File: src/rtl/aibcr3aux_osc_pkg.sv
// Shared types and helpers for the aux-oscillator scannable counter.
// Mode encoding and the load clamp used by the counter next-state logic.
package aibcr3aux_osc_pkg;

   localparam int MAX_W = 32;

   typedef enum logic [2:0] {
      M_RST,
      M_SCAN,
      M_LOAD,
      M_CNT,
      M_HOLD
   } mode_e;

   // Operands are zero-extended to MAX_W bits by the caller.
   function automatic logic [MAX_W-1:0] clamp_max(
      input logic [MAX_W-1:0] val,
      input logic [MAX_W-1:0] max_val
   );
      return (val > max_val) ? max_val : val;
   endfunction

endpackage

File: src/rtl/aibcr3aux_osc_scan_bit.sv
// One mux-D scan flop with synchronous active-high reset.
// Reset wins over scan, and scan wins over functional data.
module aibcr3aux_osc_scan_bit (
   input  logic cp,
   input  logic rst,
   input  logic se_n,
   input  logic si,
   input  logic d,
   output logic q
);

   always_ff @(posedge cp) begin
      if (rst)
         q <= 1'b0;
      else if (!se_n)
         q <= si;
      else
         q <= d;
   end

endmodule

File: src/rtl/aibcr3aux_osc_scan_cnt.sv
// Scannable WIDTH-bit osc-cycle counter with load, wrap/saturate and sticky overflow.
// Scan chain runs si -> q[0] .. q[WIDTH-1] -> ovf -> so.
module aibcr3aux_osc_scan_cnt
   import aibcr3aux_osc_pkg::*;
#(
   parameter int               WIDTH    = 8,
   parameter logic [WIDTH-1:0] MAX_VAL  = {WIDTH{1'b1}},
   parameter bit               SAT_MODE = 1'b0
) (
   input  logic             cp,
   input  logic             rst,
   input  logic             se_n,
   input  logic             si,
   output logic             so,
   input  logic             en,
   input  logic             ld,
   input  logic [WIDTH-1:0] ld_val,
   output logic [WIDTH-1:0] q,
   output logic             tc,
   output logic             ovf
);

   if (WIDTH < 2) begin : g_bad_width
      $error("aibcr3aux_osc_scan_cnt: WIDTH must be >= 2");
   end

   if (WIDTH > MAX_W) begin : g_wide
      $error("aibcr3aux_osc_scan_cnt: WIDTH exceeds clamp width");
   end

   if (MAX_VAL == '0) begin : g_bad_max
      $error("aibcr3aux_osc_scan_cnt: MAX_VAL must be > 0");
   end

   mode_e            mode;
   logic [WIDTH:0]   chain_q;
   logic [WIDTH:0]   chain_d;
   logic [WIDTH:0]   chain_si;
   logic [WIDTH-1:0] q_d;
   logic [WIDTH-1:0] ld_clamped;
   logic             ovf_d;
   logic             tc_d;
   logic             at_max;

   assign q   = chain_q[WIDTH-1:0];
   assign ovf = chain_q[WIDTH];
   assign so  = chain_q[WIDTH];

   assign at_max     = (q == MAX_VAL);
   assign ld_clamped = WIDTH'(clamp_max(MAX_W'(ld_val),
                                        MAX_W'(MAX_VAL)));

   always_comb begin
      if (rst)
         mode = M_RST;
      else if (!se_n)
         mode = M_SCAN;
      else if (ld)
         mode = M_LOAD;
      else if (en)
         mode = M_CNT;
      else
         mode = M_HOLD;
   end

   always_comb begin
      q_d   = q;
      ovf_d = ovf;
      tc_d  = 1'b0;
      unique case (mode)
         M_LOAD: begin
            q_d   = ld_clamped;
            ovf_d = 1'b0;
         end
         M_CNT: begin
            if (at_max) begin
               tc_d  = 1'b1;
               ovf_d = 1'b1;
               q_d   = SAT_MODE ? MAX_VAL : '0;
            end else begin
               q_d = q + WIDTH'(1);
            end
         end
         default: ;
      endcase
   end

   assign chain_d  = {ovf_d, q_d};
   assign chain_si = {chain_q[WIDTH-1:0], si};

   for (genvar i = 0; i <= WIDTH; i++) begin : g_chain
      aibcr3aux_osc_scan_bit u_bit (
         .cp   (cp),
         .rst  (rst),
         .se_n (se_n),
         .si   (chain_si[i]),
         .d    (chain_d[i]),
         .q    (chain_q[i])
      );
   end

   // tc is not part of the chain; it is simply held low while shifting.
   always_ff @(posedge cp) begin
      if (rst)
         tc <= 1'b0;
      else
         tc <= tc_d;
   end

endmodule
File: config.mk
export PLATFORM = sky130hd
export DESIGN_NAME = aibcr3aux_osc_scan_cnt
export DESIGN_NICKNAME = d
export VERILOG_FILES = /design/src/rtl/aibcr3aux_osc_pkg.sv /design/src/rtl/aibcr3aux_osc_scan_bit.sv /design/src/rtl/aibcr3aux_osc_scan_cnt.sv
export SDC_FILE = /design/constraint.sdc
export NUM_CORES = 1
export LEC_CHECK = 0
export ABC_CLOCK_PERIOD_IN_PS = 1400
export BUFFER_PORTS_ARGS = -buffer_cell sky130_fd_sc_hd__buf_2
export CORE_MARGIN = 2
export CORE_UTILIZATION = 44
export DETAILED_ROUTE_END_ITERATION = 16
export GPL_ROUTABILITY_DRIVEN = 0
export HOLD_SLACK_MARGIN = 0.06
export PLACE_DENSITY = 0.75
export SETUP_SLACK_MARGIN = 0.4
export SYNTH_ARGS = -nofsm -noshare
export SYNTH_HDL_FRONTEND = slang
export SYNTH_SLANG_ARGS = --single-unit
File: constraint.sdc
create_clock -name cp -period 1.4 [get_ports cp]
set_clock_uncertainty 0.15 [all_clocks]
set_input_delay 0.21 -clock cp [delete_from_list [all_inputs] [get_ports cp]]
set_output_delay 0.21 -clock cp [all_outputs]
set_load 0.01 [all_outputs]
==> results.json <==
{
  "die_width_um": 46.8,
  "min_from": "si",
  "crit_fanout": 4,
  "finalSetupViolCount": 6,
  "cp.arrival_ns": 1.44,
  "cts_tree": "done",
  "r2r_start": "g_chain[0].u_bit.q$_SDFFE_PP0P_",
  "ys_ff_latch": 10,
  "syn_avg_cell_area_sq_um": 8.56,
  "fin_crit_ns": 1.43,
  "core_area_sq_um": 1730,
  "synth.distinct_cells": 30,
  "hold_viol": 0,
  "final_nets": 156,
  "synthSimpleGateAreaFrac": 0.261,
  "cp.required_ns": 1.41,
  "synthCells": 94,
  "fin_crit_sh": 1.02,
  "synth_top_family_by_area": "compound AO/OA/AOI/OAI gates",
  "layout_common_cells": "buf_4, nor2_1, buf_6",
  "ant_nets": 0,
  "antenna_cells": 0,
  "rrSetupSlack_ns": -0.03,
  "synth_xor_area_frac": 0.0327,
  "report.final.slew_viol_count": 0,
  "drt_iter0_drc": 43,
  "hold_path_class": "input pin to flip-flop",
  "max_freq_mhz": 700,
  "maxSlewHeadroom": 0.741,
  "min_delay_path_depth": 3,
  "clkLatencyLatePin_ns": 0.28,
  "clkSinkCount": 10,
  "max_cap_violations": 0,
  "power_leakage_nw": 0.577,
  "worstSetupStartpointType": "flip-flop",
  "avgRoutedWirePerCell_um": 16.2,
  "fin_setup_tns_ns": -0.110,
  "regToRegEndpoint": "g_chain[4].u_bit.q$_SDFFE_PP0P_",
  "powerDensity_nw_per_um2": 668,
  "port_buffers": 24,
  "worst_slew_pin_slew_ns": 0.388,
  "fill_cells": 120,
  "rows": 15,
  "critPathKind": "flip-flop to flip-flop",
  "synthMuxAreaShare": 0,
  "holdWs_ns": 0.0817,
  "rr_worst_depth": 5,
  "mostFrequentLayoutCell": "buf_4",
  "final_util": 0.794,
  "grt_pass1_vias": 783,
  "min_to": "g_chain[0].u_bit.q$_SDFFE_PP0P_",
  "ir_worst_vdd_uv": 575,
  "drt_pass1_iterations": 4,
  "die_h_um": 46.8,
  "yosys.area_share.adder": 0.0156,
  "clock_path_buffers": 2,
  "remaining_drc_errors": 0,
  "netlist_area_sq_um": 805,
  "grt-ovfl-total": 0,
  "yosysWarnings": 0,
  "cts-buffers-inserted": 3,
  "area_delta_synth_final_pct": 70.5,
  "p_total_uw": 916,
  "grtUsageTotal": 0.248,
  "vias_per_cell": 5.54,
  "end_kind": "flip-flop",
  "path_clk_slew_ns": 0.07,
  "ctsRootBufferMaster": "clkbuf_4",
  "ys_seq_area_frac": 0.249,
  "grt_antenna_before_repair": 0,
  "die_area_sq_um": 2190,
  "worst_slack_ns": -0.0283,
  "dp.final_hpwl_um": 1510,
  "grt_max_degree": 13,
  "synth_nets": 109,
  "synth_compound_area_frac": 0.316,
  "violations": "setup timing",
  "io_pins": 25,
  "routed_wl_um": 2670,
  "vias": 914,
  "post-place-ws_ns": -0.0492,
  "status": "complete, but fails checks",
  "grt_pass1_wl_um": 3680,
  "grt_setup_unrepaired": "yes",
  "initial_core_util": 0.466,
  "cts.htree.levels": 1,
  "layout-drive-gt1-share": 0.671
}
-- worst max-delay path by stage --
stage,from,end,slack (ns),cells past startpoint
6_report,g_chain[0].u_bit.q$_SDFFE_PP0P_,g_chain[4].u_bit.q$_SDFFE_PP0P_,-0.03,5
5_1_grt,g_chain[0].u_bit.q$_SDFFE_PP0P_,g_chain[4].u_bit.q$_SDFFE_PP0P_,-0.08,5
4_1_cts,g_chain[0].u_bit.q$_SDFFE_PP0P_,g_chain[0].u_bit.q$_SDFFE_PP0P_,0.006,5
3_5_place_dp,g_chain[1].u_bit.q$_SDFFE_PP0P_,g_chain[4].u_bit.q$_SDFFE_PP0P_,-0.05,5
3_3_place_gp,g_chain[1].u_bit.q$_SDFFE_PP0P_,g_chain[4].u_bit.q$_SDFFE_PP0P_,-0.02,5
2_1_floorplan,g_chain[1].u_bit.q$_SDFFE_PP0P_,g_chain[1].u_bit.q$_SDFFE_PP0P_,-0.008,5
-- flip-flops by register name (all words and copies together), names as in the netlist --
signal,count
tc,1
g_chain.u_bit.q,9
-- report_power, final --
group          switching [mW]  internal (mW)  total [mW]
clock network           0.108          0.110       0.218
logic                   0.163          0.197       0.360
registers              0.0313          0.306       0.337
-- cell families after synthesis --
group,Yosys count
compound gates,26
xor+xnor,3
flops,10
simple gates,38
fa+ha+maj,1
buf+inv,16
-- worst max-delay path, stage by stage (launching register included) --
cell and delay [ns]:
dfxtp_4 0.36, ha_4 0.16, nand3_4 0.09, o21a_4 0.25, a221oi_2 0.24, a2111oi_2 0.05
-- layout make-up --
cell class / count / area, sq um / area share
clock buffers: 4 / 26.3 / 0.0192
repair buffers: 56 / 465 / 0.339
flip-flops and latches: 10 / 231 / 0.169
well taps: 25 / 31.3 / 0.0228
multi-input cells: 68 / 609 / 0.444
inverters: 2 / 7.51 / 0.00547
-- Yosys cell counts (all sizes together) --
master	instances	area, sq um
inv	2	7.51
ha	1	12.5
a221oi	5	68.8
a211o	2	17.5
dfxtp	10	200
a21o	1	7.51
a2111oi	5	75.1
nand2	5	26.3
a21oi	7	35.0
nand4b	1	8.76
o22ai	2	12.5
o21ai	2	10.0
and2b	1	7.51
o21a	1	15.0
nand3b	1	7.51
and4bb	1	16.3
buf	13	90.1
or2	1	6.26
nor4	2	12.5
nand4	3	33.8
nor2	19	71.3
clkbuf	1	3.75
xnor2	3	26.3
nor3	1	5.00
nand3	3	15.0
o31ai	1	12.5
-- per-stage QoR --
stage / cell area (sq um) / instances
6_report: 1370 / 165
5_1_grt: 1370 / 165
4_1_cts: 1270 / 160
3_5_place_dp: 1040 / 145
3_3_place_gp: 1040 / 145
2_1_floorplan: 875 / 94
-- timing repair --
action                                  4_1_cts  5_1_grt
pin swaps                                    13        4
hold endpoints to repair                      0        0
buffers inserted                             11        5
hold buffers                                  0        0
resized for setup                            22       11
endpoints found under the setup margin       21       21
-- routing by layer --
| metal | part of all wire | GRT usage |
|---|---|---|
| met2 | 0.53 | 0.422 |
| met5 | 0 | 0 |
| met4 | 0.021 | 0.100 |
| met3 | 0.080 | 0.0462 |
| met1 | 0.37 | 0.308 |
No activity file was read; power rests on OpenSTA's default activity.
